`src/rtl/mem_bus_arbiter.sv`:
```
// Round-robin merge of the instruction and data ports of the core onto one
// single-ported memory bus, with a response watchdog that forces completion.
module mem_bus_arbiter #(
    parameter int MEM_ADDR_WIDTH = 32,
    parameter int MEM_DATA_WIDTH = 32,
    parameter int TIMEOUT_CYCLES = 255
) (
    input  logic                      clk_i,
    input  logic                      arst_i,
    input  logic                      imem_req_i,
    input  logic [MEM_ADDR_WIDTH-1:0] imem_addr_i,
    output logic [MEM_DATA_WIDTH-1:0] imem_rdata_o,
    output logic                      imem_ack_o,
    input  logic                      dmem_req_i,
    input  logic                      dmem_we_i,
    input  logic [MEM_ADDR_WIDTH-1:0] dmem_addr_i,
    input  logic [MEM_DATA_WIDTH-1:0] dmem_wdata_i,
    output logic [MEM_DATA_WIDTH-1:0] dmem_rdata_o,
    output logic                      dmem_ack_o,
    output logic                      mem_req_o,
    output logic                      mem_we_o,
    output logic [MEM_ADDR_WIDTH-1:0] mem_addr_o,
    output logic [MEM_DATA_WIDTH-1:0] mem_wdata_o,
    input  logic [MEM_DATA_WIDTH-1:0] mem_rdata_i,
    input  logic                      mem_ack_i,
    output logic                      err_o
);

    localparam int CNT_W = (TIMEOUT_CYCLES > 0) ? $clog2(TIMEOUT_CYCLES + 1) : 1;
    localparam logic [CNT_W-1:0] CNT_MAX = CNT_W'(TIMEOUT_CYCLES);
    localparam bit WD_EN = (TIMEOUT_CYCLES != 0);

    typedef enum logic [1:0] {
        IDLE   = 2'd0,
        BUSY_I = 2'd1,
        BUSY_D = 2'd2
    } state_e;

    state_e                      state_q, state_d;
    logic [CNT_W-1:0]            cnt_q, cnt_d;
    logic                        last_d_q, last_d_d;  // 1 = last grant went to dmem
    logic                        req_q, req_d;
    logic                        we_q, we_d;
    logic [MEM_ADDR_WIDTH-1:0]   addr_q, addr_d;
    logic [MEM_DATA_WIDTH-1:0]   wdata_q, wdata_d;

    logic busy;
    logic timeout;
    logic done;

    always_ff @(posedge clk_i or posedge arst_i) begin
        if (arst_i) begin
            state_q  <= IDLE;
            cnt_q    <= '0;
            last_d_q <= 1'b1;
            req_q    <= 1'b0;
            we_q     <= 1'b0;
            addr_q   <= '0;
            wdata_q  <= '0;
        end else begin
            state_q  <= state_d;
            cnt_q    <= cnt_d;
            last_d_q <= last_d_d;
            req_q    <= req_d;
            we_q     <= we_d;
            addr_q   <= addr_d;
            wdata_q  <= wdata_d;
        end
    end

    // A real ack always beats a coincident watchdog expiry.
    assign busy    = (state_q == BUSY_I) || (state_q == BUSY_D);
    assign timeout = WD_EN && busy && (cnt_q == CNT_MAX) && !mem_ack_i;
    assign done    = busy && (mem_ack_i || timeout);

    always_comb begin
        state_d  = state_q;
        cnt_d    = cnt_q;
        last_d_d = last_d_q;
        req_d    = req_q;
        we_d     = we_q;
        addr_d   = addr_q;
        wdata_d  = wdata_q;
        case (state_q)
            IDLE: begin
                if (imem_req_i && (!dmem_req_i || last_d_q)) begin
                    state_d  = BUSY_I;
                    cnt_d    = '0;
                    last_d_d = 1'b0;
                    req_d    = 1'b1;
                    we_d     = 1'b0;
                    addr_d   = imem_addr_i;
                    wdata_d  = '0;
                end else if (dmem_req_i) begin
                    state_d  = BUSY_D;
                    cnt_d    = '0;
                    last_d_d = 1'b1;
                    req_d    = 1'b1;
                    we_d     = dmem_we_i;
                    addr_d   = dmem_addr_i;
                    wdata_d  = dmem_wdata_i;
                end
            end
            BUSY_I, BUSY_D: begin
                if (done) begin
                    state_d = IDLE;
                    req_d   = 1'b0;
                end else if (cnt_q != CNT_MAX) begin
                    cnt_d = cnt_q + 1'b1;
                end
            end
            default: begin
                state_d = IDLE;
                req_d   = 1'b0;
            end
        endcase
    end

    always_comb begin
        imem_ack_o   = (state_q == BUSY_I) && done;
        dmem_ack_o   = (state_q == BUSY_D) && done;
        imem_rdata_o = ((state_q == BUSY_I) && mem_ack_i) ? mem_rdata_i : '0;
        dmem_rdata_o = ((state_q == BUSY_D) && mem_ack_i) ? mem_rdata_i : '0;
        err_o        = timeout;
    end

    assign mem_req_o   = req_q;
    assign mem_we_o    = we_q;
    assign mem_addr_o  = addr_q;
    assign mem_wdata_o = wdata_q;

endmodule

```
`config.mk`:
```
export PLATFORM = sky130hd
export DESIGN_NAME = mem_bus_arbiter
export DESIGN_NICKNAME = d
export VERILOG_FILES = /design/src/rtl/mem_bus_arbiter.sv
export SDC_FILE = /design/constraint.sdc
export NUM_CORES = 1
export LEC_CHECK = 0
export ABC_AREA = 0
export CAP_MARGIN = 10
export CORE_ASPECT_RATIO = 1.4
export CORE_MARGIN = 5
export CORE_UTILIZATION = 35
export CTS_BUF_LIST = sky130_fd_sc_hd__clkbuf_16
export DETAILED_ROUTE_END_ITERATION = 16
export GPL_TIMING_DRIVEN = 0
export PLACE_DENSITY_LB_ADDON = 0.08
export SLEW_MARGIN = 20
export SYNTH_ARGS = -nofsm -noshare
export SYNTH_HDL_FRONTEND = slang
export SYNTH_SLANG_ARGS = --single-unit
```
`constraint.sdc`:
```
create_clock -name clk_i -period 3.4 [get_ports clk_i]
set_clock_uncertainty 0.15 [all_clocks]
set_input_delay 0.68 -clock clk_i [delete_from_list [all_inputs] [get_ports clk_i]]
set_output_delay 0.68 -clock clk_i [all_outputs]
set_load 0.01 [all_outputs]
```
* Word-level counts from Yosys, hierarchy flattened
Index checks and enable logic that the tools add are counted.
Operators by class: eq/ne operators 8, mux-type cells 22, $add $sub $neg 1, reduce and logical (&&, ||, !) cells 20
Operator list (number):
- 32-bit two-way mux | 6
- 8-bit two-way mux | 4
- 8-bit one-hot mux with 2 select lines | 1
- 8-bit by 1-bit adder with 8-bit output (second input constant) | 1
- 8-bit == test (second input constant) | 1
- 1-bit logical AND | 8
- 8-bit inequality test (second input constant) | 1
- 1-bit two-way mux | 6
- 2-bit two-way mux | 3
- 2-bit inequality test (second input constant) | 3
- 2-bit one-hot mux with 2 select lines | 1
- 2-bit AND reduction | 2
- 4-bit AND reduction | 1
- 2-bit nonzero test | 2
- 1-bit logical OR | 3
- 3-bit inequality test (second input constant) | 1
- 2-bit by 1-bit == test with 1-bit output (second input constant) | 1
- 2-bit == test (second input constant) | 1
- 1-bit zero test | 2
- 2-bit zero test | 1
- 1-bit one-hot mux with 2 select lines | 1
- 2-bit OR reduction | 1
Word-level totals: bits in registers 77, output and inout port bits 133

* Logic depth before layout (Yosys ltp)
Gate-level depths: netlist of the first run.
depth in word-level cells 8, mapped depth 8, gate-level depth less buffers 6

* Least setup slack after synthesis of the first run
No wires, ideal clock.
kind reg-to-output, start point register state_q[0], end point output port dmem_ack_o, stages on the path, launching flop included 6, path slack 1.217 ns, buffers on the path 0, arrival time 1.353 ns, path through dfrtp_1 > inv_1 > ha_1 > nand4_1 > o21ai_0 > and2_1
On the way: cells in the longest elaborated chain, start to end 7, elaborated cells on any way between the ends 8, classes of those cells eq/ne (2); reduce/logical (6)
RTL lines:
- from (decl) | RTL line 39 | state_e state_q, state_d;
- from (signal assigned) | RTL line 61 | state_q <= state_d;
- 2-bit by 1-bit == test with 1-bit output / 2-bit == test (equally long branches) | RTL line 72, 121
- 1-bit logical OR | RTL line 72 | assign busy = (state_q == BUSY_I) || (state_q == BUSY_D);
- 1-bit logical AND (2 in series) | RTL line 73 | assign timeout = WD_EN && busy && (cnt_q == CNT_MAX) && !mem_ack_i;
- 1-bit logical OR | RTL line 74 | assign done = busy && (mem_ack_i || timeout);
- 1-bit logical AND | RTL line 74
- 1-bit logical AND * | RTL line 121 | dmem_ack_o = (state_q == BUSY_D) && done;
- to (decl) | RTL line 19 | output logic dmem_ack_o,
Every way passes the cells marked *; elsewhere a longest branch is shown, timed or not.

* Final worst setup path of the first run
start point register state_q[1], end point output port dmem_ack_o
Same word-level chain as after synthesis.

==> results.md, run 1 <==
* Slew Limit Headroom at 66.2%
* # setup viols final at 0
* R2R Setup Slk at 1.42 ns
* Hold crit path type: reg -> reg
* Vias per cell at 4.97
* CTS tree: done
* Post-synth cell types at 35
* Avg WL per Cell at 17.4 um
* CP Cell Sequence: inv_1 > ha_1 > nand4_1 > o21ai_1 > and2_1 > clkdlybuf4s50_1
* Gates resized, CTS repair at 1
* CP peak stage delay at 0.55 ns
* Reg area at 1930 um^2
* WP data required at 2.57 ns
* Power Density at 757 nW/um^2
* Die ar. at 13100 um^2
* CORE AREA at 10800 um^2
* Post-DP HPWL at 11300 um
* Clk pin slew, worst setup/hold paths at 0.06 ns
* Area of the mapped netlist at 3810 um^2
* Unrepaired setup endpoints after global routing: false
* Max-cap check violation count at 0
* Final min period at 3.19 ns
* CP max FO at 9
* Top post-synthesis cells by count: dfrtp_1 (76), and3_1 (66), nand2_1 (39)
* Fillers at 911
* Routed Antenna Nets at 0
* Largest net degree at the start of global routing at 54
* Crit path capture type: output pin
* Critical Path AT at 2.36 ns
* DR iter-0 viols at 106
* Die width at 98.2 um
* Ys async rst share at 100%
* DRC Markers at 0
* Port Buffer Count at 266
* Worst-margin pin slew at 0.506 ns
* Final Net Count at 785
* Detailed-route wire length at 13800 um
* Post-synth EDFFs at 0
* Met2 GRT Util at 37.8%
* Die height at 134 um
* Mapped Cells at 370
* Register area share after synthesis at 50.6%
* # IOs at 267
* First-pass detailed-route iteration total at 4
* Final setup margin at 0.206 ns
* Initial antenna violation count at 0
* Via count at 3939
* Hold_buf cts at 0
* Grt total ovfl at 0
* Most used routing layer: met2
* Row Count at 45
* Ranking of synthesized cells by area: dfrtp_1 (50%), and3_1 (11%), mux2i_1 (8.7%)
* H-tree levels at 3
* Setup CP Type: reg -> out
* Clock Latency Late Sink at 0.33 ns
* Yosys warnings at 0
* Critical path startpoint category: flop
* Number of post-CTS setup repair buffers at 0
* Inserted Clock Buffers at 9
* Max Slew Vio Count at 0
* Synth area leader: dfrtp_1
* Placed Area at 6680 um^2
* Footprint of the multi-input gates at 1690 um^2
* CTS Buffer Depth at 2
* Area Overhead vs Synth at 82.3%
* Ant diodes at 0
* Max frequency at 0.313 GHz
* Leak Pwr at 3.20 nW
* Crit path max-delay cell type: clkdlybuf4s50_1
* Final hold vios at 0
* Most used flip-flop cell after synthesis: dfrtp_1
* Crit share post-route at 93.9%
* Vias in the first global route at 4162
* M3 GR Usage at 7.70%
* Global Route Usage Sum at 20.2%
* Ratio of cells with drive above 1 in the final layout at 5.52%
* Clock sinks at 77
* Mapped Nets at 508
* VDD IR max at 0.000519 V
* Synth Register Bits at 77
* First-pass GRT wire length at 21100 um
* Top-count cell post-synth: dfrtp_1
* M1 GR Usage at 19.7%
* Yosys top cell area share at 49.9%
* Status: completed
* Placement Setup Slack at -0.118 ns
* GPL Wtd Cong at 0.926
* Initial core utilization at 35.5%
* Avg Cell Area, Syn at 10.3 um^2
* Clk root buf: clkbuf_16
* Post-Layout Inst Area at 6950 um^2
## area by class of cell
| class | count | share of cell area [%] |
|---|---|---|
| clock buffers | 9 | 3.24 |
| multi-input cells | 254 | 24.3 |
| repair buffers | 267 | 38.7 |
| plain buffers | 31 | 2.38 |
| clock inverters | 7 | 0.630 |
| flip-flops and latches | 77 | 27.7 |
| inverters | 7 | 0.414 |
| well taps | 141 | 2.54 |
## routing by layer
layer  wire [um]  vias to the layer above
met5           0                        -
met3        1340                       26
li1            -                     1891
met1        4730                     1833
met4         397                        0
met2        7330                      189
## through the flow
stage	TNS [ns]	total power, W	utilization [%]	hold WS [ns]	cells
6_report	0	0.00526	64.7	0.334	793
2_1_floorplan	0	0.00289	-	0.325	370
5_1_grt	0	0.00561	64.7	0.358	793
3_3_place_gp	-44.12	0.00437	61.9	0.313	777
4_1_cts	0	0.00533	64.6	0.338	793
3_5_place_dp	-1.61	0.00445	62.1	0.322	778
## sequential cells by signal (all words and copies together) (netlist names)
signal and flops:
state_q 2, cnt_q 8, mem_wdata_o 32, last_d_q 1, mem_we_o 1, mem_addr_o 32
mem_req_o 1
## final timing paths
kind / end / cells past startpoint / startpoint
worst max-delay path: dmem_ack_o / 6 / state_q[1]$_DFFE_PP0P_
worst min-delay path: mem_addr_o[4]$_DFFE_PP0P_ / 2 / mem_addr_o[4]$_DFFE_PP0P_
worst max register to register: cnt_q[6]$_DFFE_PP0P_ / 6 / state_q[1]$_DFFE_PP0P_
worst min register to register: mem_addr_o[4]$_DFFE_PP0P_ / 2 / mem_addr_o[4]$_DFFE_PP0P_
max in group asynchronous: last_d_q$_DFFE_PP1P_ / 3 / arst_i
min in group asynchronous: mem_addr_o[19]$_DFFE_PP0P_ / 2 / arst_i
## where the power goes
part | internal, W | total, W | switching (W) | leakage, nW
sequential | 0.00135 | 0.00160 | 0.000250 | 0.971
clock | 0.000488 | 0.000855 | 0.000367 | 0.126
combinational | 0.00150 | 0.00280 | 0.00131 | 2.10
total | 0.00334 | 0.00526 | 0.00192 | 3.20
## critical path: cells and delay by family (launching register included)
| family | cells | cell delay [ns] |
|---|---|---|
| buffers and inverters | 2 | 0.62 |
| AO/OA/AOI/OAI | 1 | 0.29 |
| adder cells (fa/ha/maj) | 1 | 0.45 |
| AND/OR/NAND/NOR | 2 | 0.31 |
| flip-flops | 1 | 0.37 |
## cells in the final DEF, fill, tap and decap left out, types with 9 or more instances in the layout
cell,synthesis,layout
a22o_1,34,34
and3_1,66,66
clkbuf_1,22,19
clkbuf_16,0,9
clkdlybuf4s50_1,0,265
dfrtp_1,76,76
mux2i_1,33,33
nand2_1,39,39
o21ai_0,18,17
o21ai_1,22,23
## logic make-up after synthesis
group           count (synthesis)  share of synthesized area [%]
compound gates                 91                           16.4
fa+ha+maj                       4                           1.31
buf+inv                        39                           5.05
flops                          77                           50.6
mux                            33                           8.66
simple gates                  126                           18.0
Power figures use the tool's default switching activity.
==> run 2, diff against run 1 <==
- CORE_MARGIN: 5 -> 2
==> results.md, run 2 (synthesis results as in run 1) <==
* Status: completed
* Via count at 3897 (-1.1%)
* Total negative slack at 0 ns (unchanged)
* WP data required at 2.57 ns (about the same)
* Post-Layout Inst Area at 6990 um^2 (+0.52%)
* # setup viols final at 0 (unchanged)
* Die width at 92.2 um (-6.1%)
* Fillers at 920 (+0.99%)
* Row Count at 45 (unchanged)
* Detailed-route wire length at 13000 um (-6.1%)
* Hold crit path type: reg -> reg
* Clock sinks at 77 (unchanged)
* Ratio of cells with drive above 1 in the final layout at 5.67% (+0.15 points)
* DR iter-0 viols at 103 (-2.8%)
* Setup CP Type: in -> out
* Clock Latency Late Sink at 0.33 ns (about the same)
* Critical path startpoint category: input pin
* Crit share post-route at 97.4% (+3.5 points)
* Largest net degree at the start of global routing at 44 (-19%)
* Max-cap check violation count at 0 (unchanged)
* VDD IR max at 0.000466 V (-10%)
* Power Density at 768 nW/um^2 (+1.5%)
* Most common cell after layout, fill and taps aside: clkdlybuf4s50_1
* Worst hold slack at 0.326 ns (-0.00731 ns)
* Reg area at 1930 um^2 (unchanged)
* Placed Area at 6680 um^2 (-0.11%)
* Routed Antenna Nets at 0 (unchanged)
* Inserted Clock Buffers at 9 (unchanged)
* Post-DP HPWL at 10400 um (-7.6%)
* Area Overhead vs Synth at 83.3%
* Final Net Count at 785 (unchanged)
* Critical Path AT at 2.48 ns (+0.12 ns)
* Initial antenna violation count at 1 (+1)
* Placement Setup Slack at -0.0907 ns (+0.0271 ns)
* DRC Markers at 0 (unchanged)
* Slew Limit Headroom at 66.2% (-0.080 points)
* H-tree levels at 3 (unchanged)
* Clk root buf: clkbuf_16
* Clk pin slew, worst setup/hold paths at 0.05 ns (about the same)
* Max frequency at 0.302 GHz (-3.6%)
* GPL Wtd Cong at 0.824 (-11%)
* CP Cell Sequence: clkdlybuf4s50_1 > clkbuf_1 > and3_1 > clkdlybuf4s50_1
* Worst path most repeated cell: clkdlybuf4s50_1
* Final setup margin at 0.0881 ns (-0.118 ns)
* Tot Pwr at 0.00537 W (+2.0%)
* First-pass detailed-route iteration total at 4 (unchanged)
* Global Route Usage Sum at 22.1% (+1.9 points)
* Initial core utilization at 35.5% (unchanged)
* CTS tree: done
* CP peak stage delay at 0.69 ns (+0.14 ns)
* Unrepaired setup endpoints after global routing: false
* # IOs at 267 (unchanged)
* Leak Pwr at 3.21 nW (+0.44%)
* CORE AREA at 10800 um^2 (unchanged)
* First-pass GRT wire length at 20300 um (-4.0%)
* Avg WL per Cell at 16.3 um (-6.1%)
* Worst-margin pin slew at 0.508 ns (+0.00120 ns)
* Grt total ovfl at 0 (unchanged)
* Die height at 128 um (-4.5%)
* Ant diodes at 0 (unchanged)
* Crit path max-delay cell type: clkdlybuf4s50_1
* Final min period at 3.31 ns (+0.118 ns)
* CTS Buffer Depth at 2 (unchanged)
* Port Buffer Count at 266 (unchanged)
* Crit path capture type: output pin
* CP max FO at 12 (+3)
* Vias per cell at 4.91 (-1.1%)
* Die ar. at 11800 um^2 (-10%)
* Footprint of the multi-input gates at 1690 um^2 (unchanged)
* Max Slew Vio Count at 0 (unchanged)
* Vias in the first global route at 3972 (-4.6%)
* Most frequent cells in the layout: clkdlybuf4s50_1 (266), dfrtp_1 (76), and3_1 (66)
* Final hold vios at 0 (unchanged)
-- run 2: cell types whose count changed in the layout (fill, tap and decap cells not counted) --
cell	before	now
dlymetal6s2s_1	1	0
clkdlybuf4s50_1	265	266
clkinv_2	1	2
buf_16	1	0
bufinv_16	0	2
inv_1	6	5
buf_12	0	1
clkinvlp_4	3	1
-- run 2: routing by layer --
| metal | track usage [%] | wire [um] | vias to the layer above |
|---|---|---|---|
| li1 | - | - | 1885 |
| met3 | 7.08 | 1130 | 16 |
| met1 | 22.8 | 4440 | 1817 |
| met5 | 0 | 13 | - |
| met2 | 41.7 | 7100 | 177 |
| met4 | 7.55 | 269 | 2 |
-- run 2: final cells by class --
cell class,count,area share (%)
Tap cell,141,2.52
Timing Repair Buffer,267,38.4
Buffer,31,2.36
Inverter,7,0.412
Clock inverter,7,1.29
Multi-Input combinational cell,254,24.2
Sequential cell,77,27.6
Clock buffer,9,3.22
-- run 2: path summary, 6_finish.rpt --
kind / startpoint / end / slack [ns] / cells after the start
setup reg to reg: state_q[0]$_DFFE_PP0P_ / cnt_q[6]$_DFFE_PP0P_ / 1.39 / 6
hold reg to reg: mem_addr_o[24]$_DFFE_PP0P_ / mem_addr_o[24]$_DFFE_PP0P_ / 0.33 / 2
setup / recovery: mem_ack_i / imem_rdata_o[21] / 0.09 / 4
hold / removal: mem_addr_o[24]$_DFFE_PP0P_ / mem_addr_o[24]$_DFFE_PP0P_ / 0.33 / 2
min in group asynchronous: arst_i / mem_addr_o[25]$_DFFE_PP0P_ / 0.57 / 2
max in group asynchronous: arst_i / mem_wdata_o[1]$_DFFE_PP0P_ / 1.96 / 3
-- run 2: where the power goes --
group          leakage (nW)  total, W  switching (W)  internal [W]
Combinational          2.09   0.00277        0.00127       0.00150
Sequential            0.971   0.00160       0.000246       0.00135
Clock                 0.153   0.00100       0.000364      0.000638
Total                  3.21   0.00537        0.00188       0.00349
-- run 2: repair_timing --
item,CTS,global route
hold buffers,0,0
resized for setup,2,1
cloned,0,0
setup buffers,0,0
setup endpoints to repair,22,2
-- run 2: stage by stage --
step	util [%]	std cells
2_1_floorplan	-	370
3_3_place_gp	61.9	777
3_5_place_dp	62.1	778
4_1_cts	65.0	793
5_1_grt	65.0	793
6_report	65.0	793
-- run 2: worst max-delay path, delay by kind of cell --
kind          cells  cell delay [ns]
simple gates      1             0.25
buf+inv           3             1.56
